==> src/rtl/systolic_pkg.sv <==
// Shared types for the systolic output collector: FSM state encoding and
// the row-pointer width helper used by the top level and the column lanes.
package systolic_pkg;

  typedef enum logic [1:0] {
    IDLE,
    COLLECT,
    FLUSH,
    DONE
  } collector_state_t;

  // Pointers run 0..ROWS inclusive, so they need one bit beyond the row index.
  function automatic int unsigned ptr_width(input int unsigned rows);
    return $clog2(rows) + 1;
  endfunction

endpackage

==> src/rtl/collector_col_lane.sv <==
// One result column: samples the skewed column stream once per SAMPLE_DIV
// clocks while valid and stores the words in a ROWS-deep column buffer.
module collector_col_lane
  import systolic_pkg::*;
#(
  parameter int unsigned ROWS       = 4,
  parameter int unsigned WORD_SIZE  = 16,
  parameter int unsigned SAMPLE_DIV = 2,
  localparam int unsigned PW        = ptr_width(ROWS)
) (
  input  logic                      clk_i,
  input  logic                      rst_ni,
  input  logic                      valid_i,
  input  logic [WORD_SIZE-1:0]      data_i,
  input  logic                      clear_i,
  output logic [PW-1:0]             wp_o,
  output logic [PW-1:0]             wp_next_o,
  output logic [ROWS*WORD_SIZE-1:0] words_o,
  output logic                      drop_o
);

  localparam int unsigned PHW = (SAMPLE_DIV > 1) ? $clog2(SAMPLE_DIV) : 1;
  localparam int unsigned AW  = (ROWS > 1) ? $clog2(ROWS) : 1;

  logic [PW-1:0]        wp_q, wp_d;
  logic [PHW-1:0]       ph_q, ph_d;
  logic [WORD_SIZE-1:0] mem_q [ROWS];
  logic                 strobe, full;

  // Phase is zero on the first valid cycle, so a rising valid always samples.
  assign strobe = valid_i && (ph_q == '0) && !clear_i;
  assign full   = (wp_q == PW'(ROWS));
  assign drop_o = strobe && full;

  always_comb begin
    wp_d = wp_q;
    ph_d = '0;
    if (clear_i) begin
      wp_d = '0;
    end else begin
      if (strobe && !full) wp_d = wp_q + PW'(1);
      if (valid_i) ph_d = (ph_q == PHW'(SAMPLE_DIV - 1)) ? '0 : ph_q + PHW'(1);
    end
  end

  always_ff @(posedge clk_i or negedge rst_ni) begin
    if (!rst_ni) begin
      wp_q <= '0;
      ph_q <= '0;
    end else begin
      wp_q <= wp_d;
      ph_q <= ph_d;
    end
  end

  always_ff @(posedge clk_i) begin
    if (strobe && !full) mem_q[wp_q[AW-1:0]] <= data_i;
  end

  for (genvar r = 0; r < ROWS; r++) begin : g_word
    assign words_o[r*WORD_SIZE +: WORD_SIZE] = mem_q[r];
  end

  assign wp_o      = wp_q;
  assign wp_next_o = wp_d;

endmodule

==> src/rtl/systolic_output_collector.sv <==
// Deskews the skewed systolic column stream into row-aligned result rows and
// drains them over valid/ready. Optional COLLECTOR_PERF_CNT_EN adds perf_cycles.
module systolic_output_collector
  import systolic_pkg::*;
#(
  parameter int unsigned ROWS       = 4,
  parameter int unsigned COLS       = 4,
  parameter int unsigned WORD_SIZE  = 16,
  parameter int unsigned SAMPLE_DIV = 2
) (
  input  logic                      clk,
  input  logic                      rst,
  input  logic [COLS*WORD_SIZE-1:0] matmul_output,
  input  logic [COLS-1:0]           output_col_valid,
  output logic                      out_valid,
  input  logic                      out_ready,
  output logic [COLS*WORD_SIZE-1:0] out_row,
  output logic [$clog2(ROWS):0]     out_row_idx,
  output logic                      done,
  output logic                      overflow
`ifdef COLLECTOR_PERF_CNT_EN
  ,
  output logic [31:0]               perf_cycles
`endif
);

  localparam int unsigned PW = ptr_width(ROWS);
  localparam int unsigned AW = (ROWS > 1) ? $clog2(ROWS) : 1;

  collector_state_t           state_q, state_d;
  logic [PW-1:0]              wp         [COLS];
  logic [PW-1:0]              wp_next    [COLS];
  logic [ROWS*WORD_SIZE-1:0]  lane_words [COLS];
  logic [COLS-1:0]            drop;
  logic [ROWS-1:0]            complete_q, complete_d;
  logic [PW-1:0]              rp_q, rp_d;
  logic [AW-1:0]              ridx;
  logic                       overflow_q, all_full, accept, clear;

  assign clear = (state_q == DONE);

  for (genvar c = 0; c < COLS; c++) begin : g_lane
    collector_col_lane #(
      .ROWS      (ROWS),
      .WORD_SIZE (WORD_SIZE),
      .SAMPLE_DIV(SAMPLE_DIV)
    ) u_lane (
      .clk_i    (clk),
      .rst_ni   (rst),
      .valid_i  (output_col_valid[c]),
      .data_i   (matmul_output[c*WORD_SIZE +: WORD_SIZE]),
      .clear_i  (clear),
      .wp_o     (wp[c]),
      .wp_next_o(wp_next[c]),
      .words_o  (lane_words[c]),
      .drop_o   (drop[c])
    );
  end

  // Completion is built from next-state pointers so the registered flag
  // appears exactly one cycle after the last column writes the row.
  always_comb begin
    complete_d = '0;
    all_full   = 1'b1;
    for (int unsigned r = 0; r < ROWS; r++) begin
      complete_d[r] = 1'b1;
      for (int unsigned c = 0; c < COLS; c++) begin
        if (wp_next[c] <= PW'(r)) complete_d[r] = 1'b0;
      end
    end
    for (int unsigned c = 0; c < COLS; c++) begin
      if (wp[c] != PW'(ROWS)) all_full = 1'b0;
    end
  end

  assign ridx      = rp_q[AW-1:0];
  assign out_valid = (rp_q < PW'(ROWS)) && complete_q[ridx];
  assign accept    = out_valid && out_ready;
  assign rp_d      = clear ? '0 : rp_q + PW'(accept);

  always_comb begin
    out_row = '0;
    if (out_valid) begin
      for (int unsigned c = 0; c < COLS; c++) begin
        out_row[c*WORD_SIZE +: WORD_SIZE] = lane_words[c][32'(ridx)*WORD_SIZE +: WORD_SIZE];
      end
    end
  end

  assign out_row_idx = out_valid ? rp_q : '0;

  always_comb begin
    state_d = state_q;
    case (state_q)
      IDLE:    if (|output_col_valid) state_d = COLLECT;
      COLLECT: if (all_full) state_d = FLUSH;
      FLUSH:   if (rp_d == PW'(ROWS)) state_d = DONE;
      DONE:    state_d = IDLE;
      default: state_d = IDLE;
    endcase
  end

  always_ff @(posedge clk or negedge rst) begin
    if (!rst) begin
      state_q    <= IDLE;
      complete_q <= '0;
      rp_q       <= '0;
      overflow_q <= 1'b0;
    end else begin
      state_q    <= state_d;
      complete_q <= complete_d;
      rp_q       <= rp_d;
      overflow_q <= overflow_q | (|drop);
    end
  end

  assign done     = (state_q == DONE);
  assign overflow = overflow_q;

`ifdef COLLECTOR_PERF_CNT_EN
  logic [31:0] perf_q;

  always_ff @(posedge clk or negedge rst) begin
    if (!rst) begin
      perf_q <= '0;
    end else if (state_q == IDLE && (|output_col_valid)) begin
      perf_q <= 32'd1;
    end else if (state_q != IDLE) begin
      perf_q <= perf_q + 32'd1;
    end
  end

  assign perf_cycles = perf_q;
`endif

endmodule

==> config.mk <==
export PLATFORM = sky130hd
export DESIGN_NAME = systolic_output_collector
export DESIGN_NICKNAME = d
export VERILOG_FILES = /design/src/rtl/systolic_pkg.sv /design/src/rtl/collector_col_lane.sv /design/src/rtl/systolic_output_collector.sv
export SDC_FILE = /design/constraint.sdc
export NUM_CORES = 1
export LEC_CHECK = 0
export CAP_MARGIN = 20
export CORE_UTILIZATION = 50
export DETAILED_ROUTE_END_ITERATION = 16
export PLACE_DENSITY = 0.72
export SLEW_MARGIN = 25
export SYNTH_ARGS = -nofsm -noshare
export SYNTH_HDL_FRONTEND = slang
export SYNTH_SLANG_ARGS = --single-unit
==> constraint.sdc <==
create_clock -name clk -period 3 [get_ports clk]
set_clock_uncertainty 0.2 [all_clocks]
set_input_delay 0.3 -clock clk [delete_from_list [all_inputs] [get_ports clk]]
set_output_delay 0.3 -clock clk [all_outputs]
set_load 0.02 [all_outputs]
==> flow_summary.yaml <==
run_status:
  run_status: "finished clean"
placement:
  hpwl_mm: 12.9
  dpl-instance-area_mm2: 0.0133
  placedCellCount: 1015
  gp_congestion: 0.833
  portBuffers: 139
  place_ws_ns: 0.119
detailed_routing:
  vias_per_cell: 5.52
  vias: 5920
  wl_per_cell_um: 20.9
  postRouteAntennaNets: 0
  finalWirelength_mm: 22.4
  drt_iter0_markers: 313
  drcViolationCount: 0
  drtPass1Iterations: 4
sta:
  finalMaxSlewViolations: 0
  fin_ws_ns: 0.0740
  rsz0062_at_grt: "no"
  period_share: 0.975
  relSlewSlack: 0.443
  max_freq_mhz: 342
  period_needed_ns: 2.93
  finalSetupViolCount: 0
  final.setup.tns_ns: 0
  hold_viol_final: 0
  worstMarginPinSlew_ns: 0.833
hold_path:
  min-delay-path-class: "in -> async"
yosys:
  synth_nets: 687
  syn-cell-area_mm2: 0.0115
  synth_seq_cells: 282
  syn-instance-count: 594
  netlist-cell-type-count: 50
  ys_seq_area_frac: 0.724
  post_synth.cell_area_avg_um2: 19.4
  synthTopCellsByArea: "edfxtp_1 (67%), mux4_2 (13%), dfrtp_1 (5.6%), nor2b_1 (3.8%), ha_1 (2.4%)"
  yosys_warnings: 0
  synth_top_area_share: 0.667
  synth_top_cell_by_area: "edfxtp_1"
global_route:
  grt_pass1_wl_mm: 34.7
  grt_overflow: 0
  antenna_found_initial: 0
  grt_max_degree: 67
  grt.total_usage: 0.195
  grt_pass1_vias: 6284
cells_and_area:
  fin_area_mm2: 0.0143
  fill_cells: 1613
  seq_area_mm2: 0.00835
  layoutNonFillerInstCount: 1072
  finalNetCount: 862
  drive_above_1_share: 0.191
  multi_input_area_mm2: 0.00299
  diodes: 0
  syn2layout_area_growth_pct: 24.0
clock_network:
  clk_pin_slew_ns: 0.06
  htree_levels: 1
  clk_path_buf_depth: 3
  numCtsBuffers: 29
  cts_root_buffer: "clkbuf_16"
  cts_sinks: 282
  cts_hold_buffers: 0
  cts_tree: "yes"
  worstSkewPairLatency_ns: 0.53
pwr:
  ir_drop_v: 0.000543
  powerDensity_mw_per_mm2: 849
  power_mw: 12.1
  leakage_nw: 5.12
setup_path:
  path_buf_inv: 2
  cp_slowest_cell: "clkdlybuf4s50_1"
  startpoint_type: "flip-flop"
  arrival_ns: 2.43
  critPathLaunch: "rp_q[0]"
  cp.required_ns: 2.50
  r2r_start: "rp_q[0]"
  path_max_fanout: 4
  path_delay_family: "buffers and inverters"
  crit_type: "reg -> out"
  worst_path_largest_cell_delay_ns: 0.55
  path_cells: "mux4_2 > nand2b_4 > inv_2 > and2_1 > clkdlybuf4s50_1"
  endpoint_kind: "primary output"
floorplanning:
  dieWidth_um: 154
  die_area_mm2: 0.0237
  rows: 55
  fp.dieH_um: 154
  core_area_mm2: 0.0226
  initial_core_util: 0.509
  num_io_pins: 141
job:
  cap_violations: 0
[final timing paths]
check,endpoint,slack (ns),cells past startpoint
min reg2reg,g_lane[3].u_lane.ph_q,0.33,1
max,out_row_idx[0],0.07,5
min,g_lane[2].u_lane.ph_q,0.05,1
min in group clk,g_lane[0].u_lane.mem_q[3][10],0.20,1
max in group asynchronous,g_lane[1].u_lane.wp_o[0],1.89,2
max reg2reg,state_q[1],0.11,10
[power breakdown]
part	internal, mW	switching [mW]	total, mW
sequential	4.94	0.223	5.17
combinational	1.81	1.96	3.77
clock	1.84	1.35	3.19
[layout by cell type, fill, tap and decap left out, drive strengths merged, types with 2 or more instances in the layout]
master	n
a211oi	4
a21oi	10
a31oi	4
and2	17
and3	4
buf	30
clkbuf	35
clkdlybuf4s50	75
clkinv	13
dfrtp	26
dlygate4sd2	64
edfxtp	256
ha	22
inv	14
mux2	3
mux2i	6
mux4	65
nand2	3
nand2b	6
nand3	7
nand3b	3
nand4	2
nor2	19
nor2b	70
nor3	4
nor4	2
o21ai	3
or3	2
xnor2	2
[logic make-up (layout without fill, tap and decap cells)]
logic type	after synthesis	in the layout	share of synthesized area
compound gates	29	29	0.0194
simple gates	144	144	0.0761
fa+ha+maj	22	22	0.0239
flops	282	282	0.724
other cells	1	1	0.000325
mux	74	74	0.136
buf+inv	40	233	0.0194
xor+xnor	2	2	0.00152
[registers in the layout, summed over array words and instances, names as in the netlist]
| register | flops |
|---|---|
| rp_q | 3 |
| g_lane.u_lane.mem_q | 256 |
| g_lane.u_lane.ph_q | 4 |
| state_q | 2 |
| g_lane.u_lane.wp_o | 12 |
| complete_q | 4 |
| overflow | 1 |
[layer usage]
metal / global-route usage / vias to the layer above / routed length, um
met5: 0 / - / 0
met4: 0.0614 / 0 / 577
met3: 0.0273 / 44 / 876
met2: 0.347 / 141 / 11600
met1: 0.248 / 3045 / 9410
li1: - / 2690 / -
[synthesized netlist by cell type, drive strengths merged]
cell type	n
a211o	1
a211oi	4
a21o	1
a21oi	10
a221oi	1
a31oi	4
and2	17
and3	4
and3b	1
and4b	1
buf	24
clkbuf	2
conb	1
dfrtp	26
edfxtp	256
ha	22
inv	14
mux2	3
mux2i	6
mux4	65
nand2	3
nand2b	6
nand3	7
nand3b	3
nand4	2
nor2	19
nor2b	70
nor3	4
nor3b	1
nor4	2
nor4bb	1
o211a	1
o211ai	1
o21ai	3
o221a	1
o31ai	1
o41ai	1
or3	2
or4b	1
xnor2	2
[stage by stage]
step | hold WS (ns) | util
after floorplan | -0.196 | -
after global placement | 0.300 | 0.588
after detailed placement | 0.322 | 0.588
after CTS | 0.0667 | 0.630
after global routing | 0.102 | 0.631
final | 0.0547 | 0.631
[cell type report]
cell class                      instances  area share
Inverter                               14     0.00368
Timing Repair Buffer                  170       0.119
Clock inverter                         14     0.00613
Multi-Input combinational cell        272       0.209
Tap cell                              285      0.0250
Sequential cell                       282       0.584
Clock buffer                           35      0.0524
[what timing repair did]
item | in CTS | in global routing
resized for setup | 69 | 3
buffers inserted | 2 | 1
pin swaps | 0 | 1
endpoints found under the hold margin | 0 | 0
setup endpoints to repair | 64 | 4
gates cloned | 5 | 0
No activity file was read; power rests on OpenSTA's default activity.
